File: src/rtl/cypher_matcher.sv
// Scans a cypher word one digit per cycle, counting digits equal to a reference digit and
// accumulating a saturating sum; results are registered on completion.
module cypher_matcher #(
    parameter int unsigned DIGIT_W = 4,
    parameter int unsigned DIGITS  = 4,
    parameter int unsigned SUM_W   = 8
) (
    input  logic                             clock,
    input  logic                             reset_n,
    input  logic                             start,
    input  logic [DIGITS*DIGIT_W-1:0]        cypher,
    input  logic [DIGIT_W-1:0]               compared,
    input  logic                             mode,
    output logic                             busy,
    output logic                             done,
    output logic [SUM_W-1:0]                 sum_out,
    output logic [$clog2(DIGITS+1)-1:0]      match_count,
    output logic                             overflow
);

    localparam int unsigned IDX_W = $clog2(DIGITS);
    localparam int unsigned CNT_W = $clog2(DIGITS + 1);
    // One spare bit so the unclipped sum is always representable.
    localparam int unsigned ADD_W = ((SUM_W > DIGIT_W) ? SUM_W : DIGIT_W) + 1;
    localparam logic [ADD_W-1:0] SUM_MAX = ADD_W'({SUM_W{1'b1}});

    typedef enum logic [1:0] {StIdle, StScan, StDone} state_e;

    state_e                      state_q, state_d;
    logic [DIGITS*DIGIT_W-1:0]   cypher_q, cypher_d;
    logic [DIGIT_W-1:0]          compared_q, compared_d;
    logic                        mode_q, mode_d;
    logic [SUM_W-1:0]            acc_q, acc_d;
    logic [CNT_W-1:0]            cnt_q, cnt_d;
    logic                        sat_q, sat_d;
    logic [IDX_W-1:0]            idx_q, idx_d;
    logic [SUM_W-1:0]            sum_out_q, sum_out_d;
    logic [CNT_W-1:0]            match_q, match_d;
    logic                        ovf_q, ovf_d;

    logic [DIGIT_W-1:0]          digit;
    logic [ADD_W-1:0]            inc;
    logic [ADD_W-1:0]            sum_wide;
    logic                        clip;
    logic                        hit;
    logic                        last;

    assign digit    = cypher_q[DIGIT_W*idx_q +: DIGIT_W];
    assign inc      = mode_q ? ADD_W'(1) : ADD_W'(compared_q);
    assign sum_wide = ADD_W'(acc_q) + inc;
    assign clip     = sum_wide > SUM_MAX;
    assign hit      = digit == compared_q;
    assign last     = idx_q == IDX_W'(DIGITS - 1);

    always_comb begin
        state_d    = state_q;
        cypher_d   = cypher_q;
        compared_d = compared_q;
        mode_d     = mode_q;
        acc_d      = acc_q;
        cnt_d      = cnt_q;
        sat_d      = sat_q;
        idx_d      = idx_q;
        sum_out_d  = sum_out_q;
        match_d    = match_q;
        ovf_d      = ovf_q;
        case (state_q)
            StIdle: begin
                if (start) begin
                    cypher_d   = cypher;
                    compared_d = compared;
                    mode_d     = mode;
                    acc_d      = '0;
                    cnt_d      = '0;
                    sat_d      = 1'b0;
                    idx_d      = '0;
                    state_d    = StScan;
                end
            end
            StScan: begin
                if (hit) begin
                    cnt_d = cnt_q + CNT_W'(1);
                    acc_d = clip ? {SUM_W{1'b1}} : sum_wide[SUM_W-1:0];
                    sat_d = sat_q | clip;
                end
                // Results include the final digit's contribution computed this cycle.
                if (last) begin
                    sum_out_d = acc_d;
                    match_d   = cnt_d;
                    ovf_d     = sat_d;
                    state_d   = StDone;
                end else begin
                    idx_d = idx_q + IDX_W'(1);
                end
            end
            StDone:  state_d = StIdle;
            default: state_d = StIdle;
        endcase
    end

    always_ff @(posedge clock or negedge reset_n) begin
        if (!reset_n) begin
            state_q    <= StIdle;
            cypher_q   <= '0;
            compared_q <= '0;
            mode_q     <= 1'b0;
            acc_q      <= '0;
            cnt_q      <= '0;
            sat_q      <= 1'b0;
            idx_q      <= '0;
            sum_out_q  <= '0;
            match_q    <= '0;
            ovf_q      <= 1'b0;
        end else begin
            state_q    <= state_d;
            cypher_q   <= cypher_d;
            compared_q <= compared_d;
            mode_q     <= mode_d;
            acc_q      <= acc_d;
            cnt_q      <= cnt_d;
            sat_q      <= sat_d;
            idx_q      <= idx_d;
            sum_out_q  <= sum_out_d;
            match_q    <= match_d;
            ovf_q      <= ovf_d;
        end
    end

    assign busy        = state_q != StIdle;
    assign done        = state_q == StDone;
    assign sum_out     = sum_out_q;
    assign match_count = match_q;
    assign overflow    = ovf_q;

endmodule

File: config.mk
export PLATFORM = sky130hd
export DESIGN_NAME = cypher_matcher
export DESIGN_NICKNAME = d
export VERILOG_FILES = /design/src/rtl/cypher_matcher.sv
export SDC_FILE = /design/constraint.sdc
export NUM_CORES = 1
export LEC_CHECK = 0
export ABC_AREA = 0
export BUFFER_PORTS_ARGS = -buffer_cell sky130_fd_sc_hd__buf_2
export CAP_MARGIN = 5
export CORE_MARGIN = 4
export CORE_UTILIZATION = 50
export CTS_CLUSTER_DIAMETER = 50
export DETAILED_ROUTE_END_ITERATION = 12
export HOLD_SLACK_MARGIN = 0.12
export PLACE_DENSITY = 0.72
export SLEW_MARGIN = 20
export SYNTH_ARGS = -nofsm -noshare
export SYNTH_HDL_FRONTEND = slang
export SYNTH_SLANG_ARGS = --single-unit
File: constraint.sdc
create_clock -name clock -period 5.4 [get_ports clock]
set_input_delay 1.08 -clock clock [delete_from_list [all_inputs] [get_ports clock]]
set_output_delay 1.08 -clock clock [all_outputs]
set_load 0.01 [all_outputs]
* Yosys cells after proc, flatten, opt, wreduce, memory -nomap -nowiden
Cells that the tools add are included.
** Storage, ports and cells
- Output and inout bits :: 14
- Input bits :: 24
- Register bits after elaboration :: 49
- Word-level logic and storage cells :: 49
** Cells by class
- Reductions and logical operators :: 8
- Add/subtract/negate cells :: 3
- Equal/unequal tests :: 7
- Multiplexer cells :: 17
- Shift-type cells :: 1
- $lt $le $gt $ge :: 1
- Bitwise operators :: 1
** Operators with widths (count)
- $mux W8 :: 3
- $pmux W8 S2 :: 1
- $shiftx A16 B5 Y4 :: 1
- $add A8 B4 Y9 :: 1
- $gt A9 B8 Y1 const B :: 1
- $mux W2 :: 4
- $pmux W2 S2 :: 2
- $reduce_and A2 Y1 :: 4
- $mux W3 :: 2
- $ne A2 B2 Y1 const B :: 3
- $pmux W3 S2 :: 1
- $eq A2 B2 Y1 const B :: 2
- $eq A4 B4 Y1 :: 1
- $mux W4 :: 1
- $reduce_bool A2 Y1 :: 2
- $add A3 B1 Y3 const B :: 1
- $reduce_and A3 Y1 :: 1
- $add A2 B1 Y2 const B :: 1
- $eq A2 B1 Y1 const B :: 1
- $logic_not A2 Y1 :: 1
- $mux W1 :: 2
- $pmux W1 S2 :: 1
- $or A1 B1 Y1 :: 1

* Logic depth before layout (Yosys ltp)
- Word-level depth :: 6
- Gate-level depth with buffers :: 8
- Mapped depth without buffers :: 8

* Worst setup path after synthesis
No wires, ideal clock.
- Path kind :: input-to-reg
- From :: in start
- To :: reg cypher_q[10]
- Path buffers :: 2
- Library setup time :: 0.125 ns
- Slack :: 3.038 ns
- Stages :: 5
- Required time :: 5.275 ns
- Arrival time :: 2.238 ns
- Path through :: inv_1 nor2_1 clkbuf_1 clkbuf_1 mux2_2
** Between the ends
- Cells in the longest elaborated chain, start to end :: 1
** RTL lines
- start, declared :: RTL line 10 : input logic start,
- $reduce_and A2 Y1 (no line)
- end signal, assigned :: RTL line 116 : cypher_q <= cypher_d;
- end, declared :: RTL line 30 : logic [DIGITS*DIGIT_W-1:0] cypher_q, cypher_d;
Every way passes these cells.
A chain may end at the register's enable or synchronous reset.

* Final worst setup path
- From :: reg idx_q[0]
- To :: reg cnt_q[0]
** Between the ends
- Cells in the longest elaborated chain, start to end :: 4
** RTL lines
- start, declared :: RTL line 36 : logic [IDX_W-1:0] idx_q, idx_d;
- start signal, assigned :: RTL line 122 : idx_q <= idx_d;
- $shiftx A16 B5 Y4 :: RTL line 48 : assign digit = cypher_q[DIGIT_W*idx_q +: DIGIT_W];
- $eq A4 B4 Y1 :: RTL line 52 : assign hit = digit == compared_q;
- $mux W3 :: RTL line 81 : if (hit) begin
- $pmux W3 S2 :: RTL line 67 : case (state_q)
- end signal, assigned :: RTL line 120 : cnt_q <= cnt_d;
- end, declared :: RTL line 34 : logic [CNT_W-1:0] cnt_q, cnt_d;
Every way passes these cells.

==> out/metrics.cfg <==
[logic_synthesis]
syn-num-nets=237
syn_avg_cell_area_sq_um=11.8
synth_area_sq_um=2430
synth_seq_cells=49
ys_seq_area_share_pct=50.4
synth.top_cell.area_share_pct=50.4
synthTopCellsByArea=dfrtp_1 50%, mux2_2 11%, mux4_1 4.3%
synth_cells=206
yosys_warnings=0
yosys.area.top_type=dfrtp_1
synth_cell_types=43

[clocking]
cts_buffers=5
cts_root_buffer=clkbuf_8
cts_tree=yes
postCtsSetupBuffers=0
cts.clk_slew.worst_paths_ps=80
clk_path_buf_depth=2
clk_latency_ps=300
postCtsHoldBufs=0
cts.sinks=49
h-tree-depth=2
post_cts_resized=0

[power]
pwr-share-clk_pct=14.2
power.density_nw_per_um2=552
leakagePower_uw=0.00123
p_seq_share_pct=40.6
power.switching_uw=566
comb_power_share_pct=45.3
peakVddDrop_uv=273
swShare_pct=37.5
internal_power_uw=944

[route]
vias=1736
route.met3.wl_um=288
highest_layer=met4
vias_per_cell=5.62
met1_length_mm=2.02
post_drt_wl_per_cell_um=14.7
drt_iter0_drc=177
dr.pass1.iters=4
wl_mm=4.53
ant_nets=0
drc=0
wl_met2_mm=2.16

[setup_path]
crit_path_end_kind=flop
crit_buf_inv=0
critPathRequiredTime_ps=5590
setup.worst_path.class=flop to flop
critPathMaxStageDelay_ps=720
crit_arrival_ps=2840
crit_family=multiplexers
crit_path_start_kind=flop
crit_chain=mux4_1 > xnor2_1 > and4_1 > a21oi_2 > mux2_2
rr_startpoint=idx_q[0]
worstPathMaxFanout=19
cp_slowest_cell=and4_1
r2r_end=cnt_q[0]
r2r_setup_slack_ps=2750
rr_worst_depth=5

[timing]
clock.fmax_mhz=377
drv_slew=0
finalCriticalPeriod_ps=2650
fin_crit_sh_pct=49.1
worst_pin_slew_ps=800
rsz0062_at_grt=false
fin_skew_ps=5.80
hold_viol=0
worst_slack_ps=2750
maxSlewHeadroom_pct=46.6
setup_viol_count_final=0
finalSetupTns_ps=0

[outcome]
status=complete, no violations

[min_path]
holdCritStartpoint=sum_out[3]
hp-class=flop to flop
worstHoldPathCells=2
min_to=sum_out[3]

[job]
cap_violations=0

[cells_and_area]
layout_common_cells=49 x dfrtp_1, 36 x buf_2, 23 x mux2_2, 14 x nand2_1, 14 x nor2_1
fillers=407
area_growth_pct=12.3
drive_gt1_share_pct=30.6
final_common_cell=dfrtp_1
diodes=0
fin_nets=273

[grt]
grt_pass1_wl_mm=7.78
grt_max_degree=50
grt_pass1_vias=1719
antenna_found_initial=0
grt-ovfl-total=0
grtUsageTotal_pct=16.2

[floorplan]
pin_count=38
chipWidth_um=77.8
rows=25
core_area_sq_um=4720
start_util_pct=51.5
dieHeight_um=77.8
die_area_sq_um=6050

[placed_design]
io_buffer_count=37
dp.final_hpwl_mm=3.28
dp_slack_ps=2770
place_congestion=0.895

## cells by family (layout without fill, tap and decap cells)
logic type               Yosys count  in the layout  share of synthesized area, %
flip-flops                        49             49                          50.4
AO/OA/AOI/OAI                     47             47                          13.4
XOR/XNOR                           7              7                          2.83
buffers and inverters             14             50                          3.55
multiplexers                      29             29                          15.8
AND/OR/NAND/NOR                   53             53                          10.2
adder cells (fa/ha/maj)            7              7                          3.91
## per-layer routing
metal  vias up  track usage, %
met5         -               0
met1       849            21.1
met2        54            26.3
li1        826               -
met4         0            6.23
met3         7            3.36
## worst max path at each step
stage	cells after the start	start	end
5_1_grt	5	idx_q[0]	cnt_q[0]
3_5_place_dp	5	idx_q[0]	cnt_q[0]
4_1_cts	5	idx_q[0]	cnt_q[0]
2_1_floorplan	5	start	cypher_q[10]
3_3_place_gp	5	idx_q[0]	cnt_q[0]
6_report	5	idx_q[0]	cnt_q[0]
## power by group through the flow
stage                     Sequential, uW  Clock, uW  Combinational (uW)
after floorplan                      605          0                 574
after global placement               619          0                 671
after detailed placement             625          0                 687
after CTS                            617        221                 689
after global routing                 635        239                 756
final                                612        214                 684
## metrics by stage
stage	utilization (%)	area, sq um	total power (uW)	hold WS, ps	cells
2_1_floorplan	-	2430	1180	463	206
3_3_place_gp	56.0	2650	1290	455	302
3_5_place_dp	56.0	2650	1310	465	302
4_1_cts	57.9	2730	1530	484	309
5_1_grt	57.9	2740	1630	500	309
6_report	57.9	2740	1510	476	309
## state kept, by name, summed over array words and instances (netlist names)
signal       flops
compared_q       4
sat_q            1
mode_q           1
acc_q            8
cypher_q        16
cnt_q            3
match_count      3
sum_out          8
overflow         1
idx_q            2
state_q          2
## layout make-up
class	instances	area, sq um	area share, %
Inverter	5	18.8	0.686
Clock buffer	7	86.3	3.16
Multi-Input combinational cell	143	1120	41.1
Timing Repair Buffer	38	195	7.14
Sequential cell	49	1230	44.8
Tap cell	67	83.8	3.06
## synth_stat cells (all sizes together)
| cell type | number |
|---|---|
| dfrtp | 49 |
| mux2 | 23 |
| nor2 | 15 |
| nand2 | 14 |
| o21ai | 11 |
| nor3 | 9 |
| xnor2 | 7 |
| a21oi | 6 |
| a31oi | 6 |
| ha | 6 |
| nor2b | 6 |
| buf | 5 |
| clkbuf | 4 |
| inv | 4 |
| mux4 | 4 |
| o31ai | 4 |
| a21o | 3 |
| a22o | 3 |
| o2bb2ai | 3 |
| a211oi | 2 |
| a311oi | 2 |
| a41oi | 2 |
| mux2i | 2 |
| or2 | 2 |
| a31o | 1 |
| and3 | 1 |
| and4 | 1 |
| clkinv | 1 |
| fa | 1 |
| nand2b | 1 |
| nand3 | 1 |
| nand4 | 1 |
| nor4 | 1 |
| o21ba | 1 |
| o21bai | 1 |
| o22a | 1 |
| o41ai | 1 |
| or3 | 1 |
## tightest hold or removal path, cell delays in order (launching register included)
cell	delay (ps)
dfrtp_1	340
nand2_1	50
o31ai_1	50
Power figures use the tool's default switching activity.
